===== src/rtl/fetch_sequencer.sv =====
// Program-counter sequencer for the instruction fetch stage: sequential fetch,
// stall/back-pressure, redirect with slot flush, HALT detection, one IF slot to decode.
module fetch_sequencer #(
  parameter int unsigned          PC_W      = 9,
  parameter int unsigned          INSTR_W   = 32,
  parameter logic [PC_W-1:0]      RESET_PC  = '0,
  parameter logic [INSTR_W-1:0]   HALT_WORD = '1
) (
  input  logic               clk,
  input  logic               reset,
  input  logic               start,
  input  logic               stall,
  input  logic               redirect_valid,
  input  logic [PC_W-1:0]    redirect_target,
  input  logic [INSTR_W-1:0] imem_rdata,
  output logic [PC_W-1:0]    pc,
  output logic               if_valid,
  output logic [INSTR_W-1:0] if_instr,
  output logic [PC_W-1:0]    if_pc,
  input  logic               if_ready,
  output logic               halted,
  output logic               pc_wrapped,
  output logic [15:0]        fetch_count
);

  localparam int unsigned CNT_W = 16;
  localparam logic [PC_W-1:0]  PC_MAX  = '1;
  localparam logic [CNT_W-1:0] CNT_MAX = '1;

  typedef enum logic [1:0] {
    S_IDLE = 2'd0,
    S_RUN  = 2'd1,
    S_HALT = 2'd2
  } state_e;

  state_e             state_q, state_d;
  logic [PC_W-1:0]    pc_q, pc_d;
  logic               if_valid_q, if_valid_d;
  logic [INSTR_W-1:0] if_instr_q, if_instr_d;
  logic [PC_W-1:0]    if_pc_q, if_pc_d;
  logic               halted_q, halted_d;
  logic               pc_wrapped_q, pc_wrapped_d;
  logic [CNT_W-1:0]   fetch_count_q, fetch_count_d;

  logic step_c;
  logic xfer_c;

  assign xfer_c = if_valid_q && if_ready;
  assign step_c = (state_q == S_RUN) && !stall && (!if_valid_q || if_ready);

  // Next-state and slot update; redirect outranks stall and halt detection.
  always_comb begin
    state_d       = state_q;
    pc_d          = pc_q;
    if_valid_d    = if_valid_q;
    if_instr_d    = if_instr_q;
    if_pc_d       = if_pc_q;
    halted_d      = halted_q;
    pc_wrapped_d  = pc_wrapped_q;
    fetch_count_d = fetch_count_q;

    if (xfer_c && (fetch_count_q != CNT_MAX)) begin
      fetch_count_d = fetch_count_q + CNT_W'(1);
    end

    if (state_q == S_IDLE) begin
      if (start) begin
        state_d = S_RUN;
      end
    end else if (redirect_valid) begin
      state_d    = S_RUN;
      halted_d   = 1'b0;
      pc_d       = redirect_target;
      if_valid_d = 1'b0;
    end else if (step_c) begin
      if_instr_d = imem_rdata;
      if_pc_d    = pc_q;
      if_valid_d = 1'b1;
      pc_d       = pc_q + PC_W'(1);
      if (pc_q == PC_MAX) begin
        pc_wrapped_d = 1'b1;
      end
      if (imem_rdata == HALT_WORD) begin
        state_d  = S_HALT;
        halted_d = 1'b1;
      end
    end else if (if_ready) begin
      // Slot consumed with nothing to refill (stalled, or halted).
      if_valid_d = 1'b0;
    end
  end

  always_ff @(posedge clk or negedge reset) begin
    if (!reset) begin
      state_q       <= S_IDLE;
      pc_q          <= RESET_PC;
      if_valid_q    <= 1'b0;
      if_instr_q    <= '0;
      if_pc_q       <= '0;
      halted_q      <= 1'b0;
      pc_wrapped_q  <= 1'b0;
      fetch_count_q <= '0;
    end else begin
      state_q       <= state_d;
      pc_q          <= pc_d;
      if_valid_q    <= if_valid_d;
      if_instr_q    <= if_instr_d;
      if_pc_q       <= if_pc_d;
      halted_q      <= halted_d;
      pc_wrapped_q  <= pc_wrapped_d;
      fetch_count_q <= fetch_count_d;
    end
  end

  assign pc          = pc_q;
  assign if_valid    = if_valid_q;
  assign if_instr    = if_instr_q;
  assign if_pc       = if_pc_q;
  assign halted      = halted_q;
  assign pc_wrapped  = pc_wrapped_q;
  assign fetch_count = fetch_count_q;

endmodule


===== config.mk =====
export PLATFORM = sky130hd
export DESIGN_NAME = fetch_sequencer
export DESIGN_NICKNAME = d
export VERILOG_FILES = /design/src/rtl/fetch_sequencer.sv
export SDC_FILE = /design/constraint.sdc
export NUM_CORES = 1
export LEC_CHECK = 0
export ABC_AREA = 0
export CAP_MARGIN = 20
export CORE_MARGIN = 2
export CORE_UTILIZATION = 40
export CTS_CLUSTER_SIZE = 14
export DETAILED_ROUTE_END_ITERATION = 8
export GPL_TIMING_DRIVEN = 0
export PLACE_DENSITY = 0.86
export SLEW_MARGIN = 25
export SYNTH_ARGS = -nofsm -noshare
export SYNTH_HDL_FRONTEND = slang
export SYNTH_SLANG_ARGS = --single-unit

===== constraint.sdc =====
create_clock -name clk -period 1.6 [get_ports clk]
set_input_delay 0.24 -clock clk [delete_from_list [all_inputs] [get_ports clk]]
set_output_delay 0.24 -clock clk [all_outputs]
set_load 0.02 [all_outputs]

==> flow_metrics.py <==
metrics = {
    "layout": {
        "final_cell_count_no_fill": 496,
        "antennaDiodeCount": 0,
        "layout_common_cells": "sky130_fd_sc_hd__clkdlybuf4s50_1 (87), sky130_fd_sc_hd__dfrtp_1 (60), sky130_fd_sc_hd__dlygate4sd2_1 (25)",
        "final_standard_cell_utilization_of_the_core": 0.6475,
        "drive_gt1_frac": 0.2766,
        "finalNetCount": 439,
        "mostFrequentLayoutCell": "sky130_fd_sc_hd__clkdlybuf4s50_1",
        "sequential_cell_area_um2": 1790,
        "syn_to_final_growth_pct": 57.48,
        "count_of_fill_cells_added_during_filler_insertion": 596,
        "multi_input_comb_area_um2": 1509,
    },
    "setup_path": {
        "startpoint_kind_of_the_worst_setup_timing_path": "register",
        "crit_buf_inv": 2,
        "worstPathCellList": "or3b_4 -> nor3_4 -> buf_6 -> buf_12 -> mux2_4",
        "cp_max_fo": 6,
        "crit-reg2reg-launch": "state_q[1]",
        "worstSetupEndpointType": "register",
        "worst_r2r_endpoint": "if_pc[1]",
        "cpLargestDelayFamily": "simple AND/OR/NAND/NOR gates",
        "critical_path.startpoint": "state_q[1]",
        "critPathSlowestCell": "sky130_fd_sc_hd__dfrtp_2",
        "worst-endpoint-required_ns": 1.82,
        "rrSetupSlack_ns": -0.13,
        "worst_ep_arrival_time_ns": 1.94,
        "worst-r2r-cell-count": 5,
        "path_class": "reg2reg",
        "slowest_delay_ns": 0.41,
    },
    "drt": {
        "firstDrtPassIters": 4,
        "post_drt_wl_per_cell_um": 16.84,
        "drt_iter0_drcs": 69,
        "detailroute.via_count": 2533,
        "drc": 0,
        "total_wire_length_after_detailed_routing_um": 8354,
        "postRouteAntennaNets": 0,
        "vias_per_cell": 5.107,
    },
    "sta": {
        "final.setup_skew_ns": 0.007878,
        "max_clock_freq_mhz": 578.6,
        "report.final.slew_viol_count": 0,
        "final_hold_viol_count": 0,
        "final.min_clock_period_ns": 1.728,
        "relSlewSlack": 0.5099,
        "postLayoutSetupSlackWorst_ns": -0.1282,
        "worst_slew_pin_slew_ns": 0.7284,
        "final.setup.tns_ns": -4.241,
        "min_period_over_period": 1.080,
        "grt_setup_unrepaired": "true",
        "finalSetupViolCount": 48,
    },
    "logic_synthesis": {
        "netlist_area_um2": 3161,
        "synth_seq_area_share": 0.5622,
        "ys_warn_count": 0,
        "postSynthAreaPerCell_um2": 12.69,
        "ys_ff_latch": 71,
        "post-synth-top-area-fraction": 0.5622,
        "synth.net_count": 299,
        "synth.lib_cells_used.distinct": 39,
        "synth_area_leaders": "sky130_fd_sc_hd__dfrtp_1 (56%), sky130_fd_sc_hd__mux2_2 (10%), sky130_fd_sc_hd__mux2_1 (4.6%), sky130_fd_sc_hd__xor2_1 (3.9%), sky130_fd_sc_hd__nand4_1 (2.6%)",
        "synthDominantAreaCellType": "sky130_fd_sc_hd__dfrtp_1",
        "syn_inst": 249,
    },
    "power_and_ir_drop": {
        "power_share_of_the_combinational_group": 0.327,
        "peakVddDrop_mv": 0.7993,
        "power.total_mw": 5.646,
        "total_leakage_power_nw": 2.250,
        "power.switching_mw": 1.812,
        "power.share.switching": 0.3210,
        "power_density_nw_per_um2": 1134,
        "cellInternalPower_mw": 3.834,
        "pwr-share-clk": 0.246,
        "sequentialPowerShare": 0.427,
    },
    "status": {
        "status": "finished with violations",
        "violations": "setup timing",
    },
    "global_route": {
        "grt_start_max_net_pins": 44,
        "global_route.overflow_total": 0,
        "globalRouteTotalUtil": 0.2006,
        "grt_first_pass_wirelength_um": 13430,
        "first_global_vias": 2662,
        "antenna_found_initial": 0,
    },
    "place": {
        "pre_cts_ws_ns": -0.4988,
        "gp_congestion": 0.8807,
        "port_buffers": 115,
        "place_inst": 467,
        "estimated_wirelength_of_the_detail_placed_design_um": 5856,
    },
    "clocking": {
        "cts.htree.levels": 3,
        "ctsRootBufferMaster": "sky130_fd_sc_hd__clkbuf_8",
        "cts_sinks": 71,
        "tritoncts_clock_tree": "built",
        "clock_latency_ns": 0.34,
        "clock_path_buffers": 2,
        "cts_made_buffers": 9,
        "clk_transition_reported_paths_ns": 0.07,
    },
    "hold_path": {
        "holdCritPathClass": "in2async",
    },
    "die": {
        "core.rowCount": 32,
        "design.die.area_um2": 8629,
        "placeable_core_area_um2": 7687,
        "chipHeight_um": 92.89,
        "die_width_um": 92.89,
        "ios": 116,
        "initial_core_util": 0.4111,
    },
    "flow_run": {
        "drv.max_cap_violation_count": 0,
    },
}
metal layers:
| metal | vias up | share of wire | global-route usage |
|---|---|---|---|
| li1 | 1192 | - | - |
| met1 | 1241 | 0.43 | 0.2594 |
| met2 | 85 | 0.50 | 0.3255 |
| met3 | 15 | 0.048 | 0.04068 |
| met4 | 0 | 0.023 | 0.08946 |
| met5 | - | 0 | 0 |
kinds of logic (layout without fill, tap and decap cells):
kind of cell / count (synthesis) / count (layout) / synth area share
muxes: 45 / 45 / 0.1591
adders and majority gates: 3 / 3 / 0.01188
and+or+nand+nor: 76 / 76 / 0.1397
buffers and inverters: 10 / 155 / 0.02177
AOI/OAI and AO/OA: 26 / 26 / 0.05542
xor gates and xnor gates: 18 / 18 / 0.04988
DFF: 71 / 71 / 0.5622
final cells by class:
class | instances | area share
sequential | 71 | 0.3597
multi-input combinational | 168 | 0.3032
timing repair buffer | 129 | 0.2577
clock buffer | 11 | 0.02640
tap | 102 | 0.02564
buffer | 7 | 0.01332
clock inverter | 5 | 0.01181
inverter | 3 | 0.002262
stage by stage:
step	hold slack [ns]	instance area (um^2)
CTS	0.4316	4901
floorplan	-0.05559	3217
detailed placement	0.2689	4513
global route	0.4621	4977
global placement	0.4394	4496
finish	0.4346	4977
timing repair:
| action | in CTS | in global routing |
|---|---|---|
| hold endpoints to repair | 42 | 0 |
| resized for setup | 57 | 12 |
| pin swaps | 6 | 3 |
| cloned | 1 | 0 |
| endpoints found under the setup margin | 80 | 66 |
| hold buffers | 1 | 0 |
| setup buffers | 8 | 3 |
Yosys cell counts:
cell type,count
sky130_fd_sc_hd__nand4_1,13
sky130_fd_sc_hd__a21oi_1,5
sky130_fd_sc_hd__nor3_4,1
sky130_fd_sc_hd__a22o_1,3
sky130_fd_sc_hd__dfrtp_1,71
sky130_fd_sc_hd__nor2b_1,2
sky130_fd_sc_hd__a31oi_1,1
sky130_fd_sc_hd__o2bb2ai_1,1
sky130_fd_sc_hd__mux2_1,13
sky130_fd_sc_hd__nand4_2,1
sky130_fd_sc_hd__nor4b_1,1
sky130_fd_sc_hd__nor4_1,5
sky130_fd_sc_hd__buf_1,1
sky130_fd_sc_hd__xor2_1,14
sky130_fd_sc_hd__or3b_4,1
sky130_fd_sc_hd__and3_1,1
sky130_fd_sc_hd__buf_6,3
sky130_fd_sc_hd__a211oi_1,1
sky130_fd_sc_hd__mux2i_1,3
sky130_fd_sc_hd__nor4_4,1
sky130_fd_sc_hd__ha_1,3
sky130_fd_sc_hd__nor3b_1,2
sky130_fd_sc_hd__nor3_1,4
sky130_fd_sc_hd__nor4_2,1
sky130_fd_sc_hd__and4_1,2
sky130_fd_sc_hd__or3_4,1
sky130_fd_sc_hd__mux2_2,29
sky130_fd_sc_hd__a21o_1,4
sky130_fd_sc_hd__buf_2,1
sky130_fd_sc_hd__nand3_1,11
sky130_fd_sc_hd__nor2_1,13
sky130_fd_sc_hd__xnor2_1,4
sky130_fd_sc_hd__nand2_1,16
sky130_fd_sc_hd__o21ai_0,5
sky130_fd_sc_hd__a22oi_1,2
sky130_fd_sc_hd__a211o_1,1
sky130_fd_sc_hd__inv_1,3
sky130_fd_sc_hd__buf_4,2
sky130_fd_sc_hd__o21a_1,3
power groups by stage:
stage                     logic, mW  registers [mW]  clock network [mW]
after detailed placement       1.75            2.44                   0
after floorplan               0.460            2.78                   0
final                          1.84            2.41                1.39
after CTS                      1.83            2.40                1.42
after global placement         1.71            2.40                   0
after global routing           1.97            2.45                1.51
flip-flops by register name, indices dropped and copies added (netlist names):
name / count
pc: 9
state_q: 2
if_pc: 9
if_instr: 32
pc_wrapped: 1
halted: 1
if_valid: 1
fetch_count: 16
worst max path at each step:
stage                                end  slack [ns]  cells past startpoint
after floorplan             if_instr[19]       -0.12                      5
after global placement    fetch_count[8]       -2.35                      1
after detailed placement           pc[6]       -0.50                      6
after CTS                       if_pc[1]       -0.21                      5
after global routing            if_pc[1]       -0.18                      5
final                           if_pc[1]       -0.13                      5
Note: power is estimated with default switching activity, not from simulation.
